==> src/rtl/cdb_arbiter_pkg.sv <==
// Shared CDB definitions: default widths and bus field widths used by the arbiter,
// the reservation stations and the result listeners.
package cdb_arbiter_pkg;

    localparam int unsigned DEFAULT_DATA_WIDTH    = 4;
    localparam int unsigned DEFAULT_CDB_TAG_WIDTH = 4;
    localparam int unsigned DEFAULT_N_PRODUCERS   = 4;

    // Field widths of the broadcast bus {valid, tag, data}.
    localparam int unsigned CDB_VALID_FIELD_W = 1;
    localparam int unsigned CDB_TAG_FIELD_W   = DEFAULT_CDB_TAG_WIDTH;
    localparam int unsigned CDB_DATA_FIELD_W  = DEFAULT_DATA_WIDTH;
    localparam int unsigned CDB_BUS_W         = CDB_VALID_FIELD_W + CDB_TAG_FIELD_W + CDB_DATA_FIELD_W;

    // Width of an index into n producers, never less than one bit.
    function automatic int unsigned idx_width(input int unsigned n);
        return (n > 1) ? $clog2(n) : 1;
    endfunction

endpackage

==> src/rtl/cdb_rr_priority_select.sv <==
// Combinational circular priority search: the first requesting index at or after
// start_i (wrapping at N-1) wins and is reported one-hot and as a binary index.
module cdb_rr_priority_select
    import cdb_arbiter_pkg::*;
#(
    parameter int unsigned N     = DEFAULT_N_PRODUCERS,
    parameter int unsigned IDX_W = idx_width(N)
) (
    input  logic [N-1:0]     req_i,
    input  logic [IDX_W-1:0] start_i,
    output logic [N-1:0]     grant_o,
    output logic [IDX_W-1:0] grant_idx_o,
    output logic             any_grant_o
);

    int unsigned idx;

    // NOTE: every output and temporary gets a default before the search loop, so no
    // path through this block leaves a value unassigned and no latch is inferred.
    always_comb begin
        grant_o     = '0;
        grant_idx_o = '0;
        any_grant_o = 1'b0;
        idx         = 0;
        for (int unsigned k = 0; k < N; k++) begin
            idx = int'(start_i) + k;
            if (idx >= N) begin
                idx = idx - N;
            end
            if (!any_grant_o && req_i[idx]) begin
                grant_o[idx] = 1'b1;
                grant_idx_o  = IDX_W'(idx);
                any_grant_o  = 1'b1;
            end
        end
    end

endmodule

==> src/rtl/cdb_arbiter.sv <==
// Common data bus arbiter: grants one producer per cycle and registers its result
// onto the CDB one cycle later. Define CDB_ARBITER_ROUND_ROBIN_EN for round-robin
// arbitration; otherwise the lowest requesting index wins.
module cdb_arbiter
    import cdb_arbiter_pkg::*;
#(
    parameter int unsigned DATA_WIDTH    = DEFAULT_DATA_WIDTH,
    parameter int unsigned CDB_TAG_WIDTH = DEFAULT_CDB_TAG_WIDTH,
    parameter int unsigned N_PRODUCERS   = DEFAULT_N_PRODUCERS
) (
    input  logic                              clk,
    input  logic                              rst,
    input  logic                              hold,
    input  logic [N_PRODUCERS-1:0]            req,
    input  logic [N_PRODUCERS*DATA_WIDTH-1:0] req_data,
    output logic [N_PRODUCERS-1:0]            accepted,
    output logic                              cdb_valid,
    output logic [CDB_TAG_WIDTH-1:0]          cdb_tag,
    output logic [DATA_WIDTH-1:0]             cdb_data
);

    localparam int unsigned PTR_W = idx_width(N_PRODUCERS);

    logic                     grant_en;
    logic [N_PRODUCERS-1:0]   req_masked;
    logic [N_PRODUCERS-1:0]   grant;
    logic [PTR_W-1:0]         grant_idx;
    logic                     any_grant;
    logic [PTR_W-1:0]         start;

    logic                     valid_q, valid_d;
    logic [CDB_TAG_WIDTH-1:0] tag_q, tag_d;
    logic [DATA_WIDTH-1:0]    data_q, data_d;

    // Reset and hold suppress the grant in the same cycle, not just the broadcast.
    assign grant_en   = ~hold & ~rst;
    assign req_masked = req & {N_PRODUCERS{grant_en}};

`ifdef CDB_ARBITER_ROUND_ROBIN_EN
    logic [PTR_W-1:0] ptr_q, ptr_d;

    assign start = ptr_q;

    always_comb begin
        ptr_d = ptr_q;
        if (any_grant) begin
            ptr_d = (int'(grant_idx) == N_PRODUCERS - 1) ? '0 : grant_idx + 1'b1;
        end
    end

    always_ff @(posedge clk) begin
        if (rst) begin
            ptr_q <= '0;
        end else begin
            ptr_q <= ptr_d;
        end
    end
`else
    assign start = '0;
`endif

    cdb_rr_priority_select #(
        .N     (N_PRODUCERS),
        .IDX_W (PTR_W)
    ) u_select (
        .req_i       (req_masked),
        .start_i     (start),
        .grant_o     (grant),
        .grant_idx_o (grant_idx),
        .any_grant_o (any_grant)
    );

    assign accepted = grant;

    // Tag and data hold their last broadcast value when nothing is granted.
    always_comb begin
        valid_d = any_grant;
        tag_d   = tag_q;
        data_d  = data_q;
        if (any_grant) begin
            tag_d = CDB_TAG_WIDTH'(grant_idx);
        end
        for (int unsigned i = 0; i < N_PRODUCERS; i++) begin
            if (grant[i]) begin
                data_d = req_data[i*DATA_WIDTH +: DATA_WIDTH];
            end
        end
    end

    // NOTE: state registers use non-blocking assignments so every flop samples the
    // pre-edge values, independent of the order the always_ff blocks are evaluated.
    always_ff @(posedge clk) begin
        if (rst) begin
            valid_q <= 1'b0;
            tag_q   <= '0;
            data_q  <= '0;
        end else begin
            valid_q <= valid_d;
            tag_q   <= tag_d;
            data_q  <= data_d;
        end
    end

    assign cdb_valid = valid_q;
    assign cdb_tag   = tag_q;
    assign cdb_data  = data_q;

endmodule

==> config.mk <==
export PLATFORM = sky130hd
export DESIGN_NAME = cdb_arbiter
export DESIGN_NICKNAME = d
export VERILOG_FILES = /design/src/rtl/cdb_arbiter_pkg.sv /design/src/rtl/cdb_rr_priority_select.sv /design/src/rtl/cdb_arbiter.sv
export SDC_FILE = /design/constraint.sdc
export NUM_CORES = 1
export LEC_CHECK = 0
export ABC_AREA = 1
export CAP_MARGIN = 20
export CORE_MARGIN = 10
export CORE_UTILIZATION = 25
export DETAILED_ROUTE_END_ITERATION = 16
export PLACE_DENSITY = 0.68
export REMOVE_ABC_BUFFERS = 1
export SYNTH_ARGS = -nofsm -noshare
export SYNTH_HDL_FRONTEND = slang
export SYNTH_SLANG_ARGS = --single-unit
==> constraint.sdc <==
create_clock -name clk -period 1 [get_ports clk]
set_clock_uncertainty 0.1 [all_clocks]
set_input_delay 0.2 -clock clk [delete_from_list [all_inputs] [get_ports clk]]
set_output_delay 0.2 -clock clk [all_outputs]
set_load 0.03 [all_outputs]
==> results.yml, run 1 <==
die:
  rows: 16
  dieArea_sq_um: 4410
  start_util_pct: 26.9
  die_h_um: 66.4
  design.core.area_sq_um: 2000
  dieWidth_um: 66.4
  ios: 36
route:
  vias: 717
  routed_wl_um: 2010
  drt_iter0_markers: 8
  antenna_left: 0
  routedWlPerCell_um: 12.2
  first_pass_iters: 4
  viasPerCell: 4.35
  drc: 0
cells_and_area:
  fill_cells: 187
  syn2layout_area_growth_pct: 105
  final_net_count: 162
  num_antenna_cells: 0
  final_layout_size_suffix_gt1_share_pct: 42.8
  design_area_sq_um: 1100
flow_run:
  cap_violations: 0
power_and_ir_drop:
  leakage_uw: 0.000571
  ir_drop_v: 0.000832
  power.density_nw_per_um2: 949
worst_setup_path:
  cp_slowest_cell: "nor2_4"
  startpoint_type: "input pin"
  crit_chain: "buf_6, nor2_4, buf_6, nand2_4, nor2_4, buf_6"
  cp_common_cell: "buf_6"
  cp_slowest_stage_delay_ns: 0.20
  critPathMaxFanout: 6
  cp-end-kind: "primary output"
  reg2reg_slack_ns: 0.13
  worstPathArrival_ns: 0.95
  worstPathRequired_ns: 0.70
  critical_path_class: "in -> out"
worst_hold_path:
  hold_path.class: "in -> reg"
sta:
  grt_setup_unrepaired: "true"
  fmax_ghz: 0.799
  period_needed_ns: 1.25
  finalHoldViolCount: 0
  report.final.slew_viol_count: 0
  setup-violations-final: 16
  setup_ws_ns: -0.251
  fin_crit_sh_pct: 125
outcome:
  failed_checks: "negative setup slack"
  status: "finished, violations left"
clock_tree:
  htree_levels: 1
  cts-buffers-inserted: 3
  clock_sinks: 7
  clkTransAtPathRegs_ns: 0.05
  cts.path.max_buffers: 2
  insertion_delay_ns: 0.25
  root_buffer: "clkbuf_4"
  tritoncts: "done"
yosys:
  yosys.area.top_type: "dfxtp_1"
  syn_area_sq_um: 539
  yosysTopAreaCellShare_pct: 26.0
  ys.warnings.count: 0
  avgSynthCellArea_sq_um: 6.42
  syn_inst: 84
  synth_seq_cells: 7
  yosysSeqAreaShare_pct: 26.0
  synth_area_leaders: "dfxtp_1 (26%), inv_1 (13%), nand2_1 (13%), nand3_1 (11%), nor2_4 (6.3%)"
  synth.distinct_cells: 19
grt:
  antenna_found_initial: 0
  overflow: 0
  grt_pass1_vias: 753
  grt_usage_pct: 9.19
  grt_max_degree: 8
  grt_pass1_wl_um: 3310
place:
  gp_congestion: 0.757
  portBuffers: 33
  pre_cts_ws_ns: -0.706
  dpl.hpwl_um: 1500
  dpl_cell_area_sq_um: 906
## critical path, delay by kind of cell
family / cells / cell delay, ns
AND/OR/NAND/NOR: 3 / 0.37
buffers and inverters: 3 / 0.39
## layout make-up
| cell class | instances | area (sq um) | area share [%] |
|---|---|---|---|
| clock buffers | 4 | 26.3 | 2.38 |
| inverters | 21 | 86.3 | 7.82 |
| multi-input cells | 54 | 312 | 28.2 |
| flip-flops and latches | 7 | 149 | 13.5 |
| well taps | 27 | 33.8 | 3.06 |
| repair buffers | 52 | 497 | 45.0 |
## what timing repair did
action / in CTS / in global routing
setup buffers: 10 / 3
endpoints found under the setup margin: 18 / 17
pin swaps: 9 / 0
resized for setup: 50 / 3
hold buffers: 0 / 0
gates cloned: 0 / 0
## sequential cells by signal, indices dropped and copies added (netlist names)
register and flops:
cdb_data 4, cdb_tag 2, cdb_valid 1
## power by group
part / internal, uW / switching [uW] / total [uW]
Sequential: 317 / 19.4 / 336
Combinational: 230 / 223 / 452
Clock: 152 / 106 / 258
Total: 699 / 348 / 1050
## kinds of logic (layout without fill, tap and decap cells)
| kind of cell | after synthesis | in the layout | share of synthesized area (%) |
|---|---|---|---|
| AO/OA/AOI/OAI | 9 | 9 | 9.05 |
| buffers and inverters | 24 | 77 | 19.7 |
| AND/OR/NAND/NOR | 43 | 43 | 44.5 |
| flip-flops | 7 | 7 | 26.0 |
| other | 1 | 2 | 0.695 |
## per-layer routing
layer	global-route usage (%)	wire length [um]	up-vias
met5	0	0	-
met4	1.57	0	0
met3	3.56	123	0
met2	17.0	1080	23
met1	9.60	809	324
li1	-	-	370
## placed cells by master, fill, tap and decap left out
| cell | count |
|---|---|
| buf_2 | 1 |
| inv_4 | 1 |
| dlygate4sd2_1 | 1 |
| a21oi_1 | 3 |
| clkbuf_1 | 1 |
| clkbuf_4 | 3 |
| o21ai_2 | 1 |
| inv_2 | 3 |
| nand3_1 | 12 |
| clkdlybuf4s50_1 | 16 |
| nand4_1 | 5 |
| o21ai_0 | 4 |
| buf_6 | 17 |
| inv_1 | 16 |
| clkinv_4 | 1 |
| nand2_2 | 1 |
| buf_4 | 16 |
| nor2_4 | 3 |
| o21ai_1 | 1 |
| nor2_2 | 1 |
| dfxtp_2 | 7 |
| nand4_4 | 1 |
| nand2_1 | 18 |
| nand3_4 | 1 |
| clkdlybuf4s15_2 | 1 |
| nand2_4 | 1 |
| conb_1 | 2 |
## final timing paths
path,from,endpoint,depth (start not counted)
max,hold,accepted[3],6
min,rst,cdb_tag[1],4
max reg2reg,cdb_tag[0],cdb_tag[0],4
min reg2reg,cdb_data[1],cdb_data[1],2
## synth_stat cells
master and instances:
nor2_1 1, o21ai_0 4, nand4_1 5, nand4_4 1, nand3_1 12, clkinv_2 1, nand2_1 18, o21ai_1 1
a21oi_1 3, buf_4 2, nand2_2 2, o21ai_2 1, nand3_2 1, buf_6 1, inv_1 18, inv_2 2
dfxtp_1 7, nor2_4 3, conb_1 1
## per-stage QoR
stage	total power, uW	setup TNS (ns)	hold slack [ns]	util (%)	instances
detailed placement	716	-7.31	0.344	45.3	149
finish	1050	-1.91	0.172	55.1	165
CTS	1040	-1.59	0.163	53.6	162
global placement	712	-7.03	0.341	45.3	149
floorplan	517	-1.81	0.280	-	82
global route	1100	-2.63	0.190	55.1	165
No activity file was read; power rests on OpenSTA's default activity.
==> run 2, diff against run 1 <==
--- a/config.mk
+++ b/config.mk
@@ -5,13 +5,13 @@
 export SDC_FILE = /design/constraint.sdc
 export NUM_CORES = 1
 export LEC_CHECK = 0
-export ABC_AREA = 1
 export CAP_MARGIN = 20
 export CORE_MARGIN = 10
 export CORE_UTILIZATION = 25
 export DETAILED_ROUTE_END_ITERATION = 16
-export PLACE_DENSITY = 0.68
+export PLACE_DENSITY = 0.59
 export REMOVE_ABC_BUFFERS = 1
 export SYNTH_ARGS = -nofsm -noshare
 export SYNTH_HDL_FRONTEND = slang
+export SYNTH_HIERARCHICAL = 1
 export SYNTH_SLANG_ARGS = --single-unit
==> constraint.sdc (replaced) <==
create_clock -name clk -period 1 [get_ports clk]
set_clock_uncertainty 0.1 [all_clocks]
set_input_delay 0.2 -clock clk [delete_from_list [all_inputs] [get_ports clk]]
set_output_delay 0.2 -clock clk [all_outputs]
set_load 0.1 [all_outputs]
==> results.yml, run 2 <==
outcome:
  status: "finished, violations left"
  failed_checks: "negative setup slack"
route:
  antenna_left: 0
  routed_wl_um: 3070
  drc: 0
  wl_met2_um: 1500
  first_pass_iters: 4
  met3_length_um: 196
  topRoutingLayerUsed: "met4"
  vias: 1001
  routedWlPerCell_um: 13.8
  viasPerCell: 4.51
  drt_iter0_markers: 26
  wl_met1_um: 1360
clock_tree:
  htree_levels: 1
  root_buffer: "clkbuf_4"
  cts-buffers-inserted: 3
  clock_sinks: 7
  cts.path.max_buffers: 2
  clkTransAtPathRegs_ns: 0.06
  holdBufCountCts: 0
  insertion_delay_ns: 0.25
  tritoncts: "done"
sta:
  period_needed_ns: 2.18
  fin_crit_sh_pct: 218
  setup-violations-final: 18
  fmax_ghz: 0.459
  report.final.slew_viol_count: 0
  grt_setup_unrepaired: "true"
  finalHoldViolCount: 0
  setup_ws_ns: -1.18
worst_hold_path:
  holdPathStages: 3
  min_from: "rst"
  hold_path.class: "in -> reg"
  worstHoldEndpoint: "cdb_data[0]"
place:
  dpl.hpwl_um: 2300
  gp_congestion: 0.892
  portBuffers: 33
grt:
  grt_pass1_wl_um: 4870
  grt_usage_pct: 9.51
  antenna_found_initial: 0
  overflow: 0
  grt_pass1_vias: 1079
  grt_max_degree: 11
yosys:
  syn_inst: 94
  yosysTopAreaCellShare_pct: 15.8
  ys.warnings.count: 6
  synth_enable_flop_cells: 0
  ys_async_sr_fraction_pct: 0
  yosysSeqAreaShare_pct: 15.8
  yosys.area.top_type: "dfxtp_1"
  avgSynthCellArea_sq_um: 9.44
  synth_area_leaders: "dfxtp_1 (16%), ha_1 (11%), mux2i_1 (7.9%), a22oi_1 (6.8%), mux4_1 (5.9%)"
  synth_seq_cells: 7
  ys_top_cells_by_count: "a22oi_1 (8), ha_1 (8), nor2_1 (8), dfxtp_1 (7), mux2i_1 (7)"
  syn_area_sq_um: 887
  synth.distinct_cells: 35
  synth_flop_cell: "dfxtp_1"
cells_and_area:
  fill_cells: 303
  final_layout_size_suffix_gt1_share_pct: 54.0
  layout_common_cells: "buf_4 (23), conb_1 (16), clkdlybuf4s50_1 (16)"
  syn2layout_area_growth_pct: 108
  final_net_count: 208
  largest_reg_flops: 4
  final_common_cell: "buf_4"
  num_antenna_cells: 0
  postLayoutCoreUtil_pct: 54.6
power_and_ir_drop:
  leakage_uw: 0.000793
  total_power_uw: 2010
  power.density_nw_per_um2: 1090
  ir_drop_v: 0.000330
worst_setup_path:
  crit_chain: "buf_8, nor2_4, and2_4, mux4_2, buf_4, buf_6, a22oi_2, o21ai_2, buf_4, buf_6, buf_12"
  cp_top_family: "buffers and inverters"
  critical_path_class: "in -> out"
  r2r_end: "cdb_data[2]"
  reg2reg_slack_ns: -0.23
  critPathBufInv: 6
  r2r_cells: 3
  critPathMaxFanout: 4
  cp_slowest_stage_delay_ns: 0.50
  regToRegStartpoint: "cdb_data[2]"
  cp-end-kind: "primary output"
  worstPathArrival_ns: 1.88
  worstPathRequired_ns: 0.70
  cp_slowest_cell: "mux4_2"
  startpoint_type: "input pin"
die:
  dieWidth_um: 79.6
  rows: 21
  die_h_um: 79.6
  start_util_pct: 26.2
  dieArea_sq_um: 6330
  design.core.area_sq_um: 3390
  ios: 36
flow_run:
  cap_violations: 0
==> run 2: what timing repair did <==
action,in CTS,in global routing
setup endpoints to repair,18,18
pin swaps,16,6
resized for setup,68,9
setup buffers,10,4
hold endpoints to repair,0,0
==> run 2: cells by family after synthesis <==
group | synth area share (%)
AND/OR/NAND/NOR | 20.9
other | 0.423
multiplexers | 24.0
adder cells (fa/ha/maj) | 11.3
flip-flops | 15.8
AO/OA/AOI/OAI | 20.2
buffers and inverters | 7.47
==> run 2: metal layers <==
| metal | up-vias | global-route usage [%] |
|---|---|---|
| met1 | 464 | 10.4 |
| met3 | 2 | 3.49 |
| met2 | 34 | 17.0 |
| met4 | 0 | 2.15 |
| li1 | 501 | - |
| met5 | - | 0 |
==> run 2: final cells by class <==
type | instances | area (sq um) | share of cell area, %
Multi-Input combinational cell | 91 | 845 | 45.7
Timing Repair Buffer | 70 | 757 | 40.9
Sequential cell | 7 | 149 | 8.05
Tap cell | 46 | 57.6 | 3.11
Clock buffer | 4 | 26.3 | 1.42
Inverter | 4 | 15.0 | 0.812
==> run 2: worst register-to-register path, cell delays in order, from the launching register on <==
cell and delay (ns):
dfxtp_2 0.33, nor2b_1 0.13, a2111oi_1 0.41, o22ai_2 0.14
==> run 2: metrics by stage <==
stage | instances | instance area (sq um) | hold slack, ns | setup WS [ns] | TNS, ns
floorplan | 102 | 892 | 0.169 | -3.64 | -27.92
global placement | 205 | 1570 | 0.442 | -1.93 | -18.97
detailed placement | 205 | 1570 | 0.461 | -1.99 | -19.22
CTS | 218 | 1780 | 0.169 | -1.16 | -11.63
global route | 222 | 1850 | 0.206 | -1.30 | -13.32
finish | 222 | 1850 | 0.197 | -1.18 | -12.14
==> run 2: worst max path at each step <==
stage | from | endpoint | cells after the start
floorplan | hold | cdb_data[0] | 8
detailed placement | rst | cdb_data[2] | 10
global placement | rst | cdb_data[2] | 10
CTS | rst | accepted[3] | 10
finish | rst | accepted[1] | 11
global route | rst | accepted[3] | 10
==> run 2: where the power goes <==
group	internal [uW]	switching [uW]
registers	327	30.1
logic	639	736
clock network	154	123
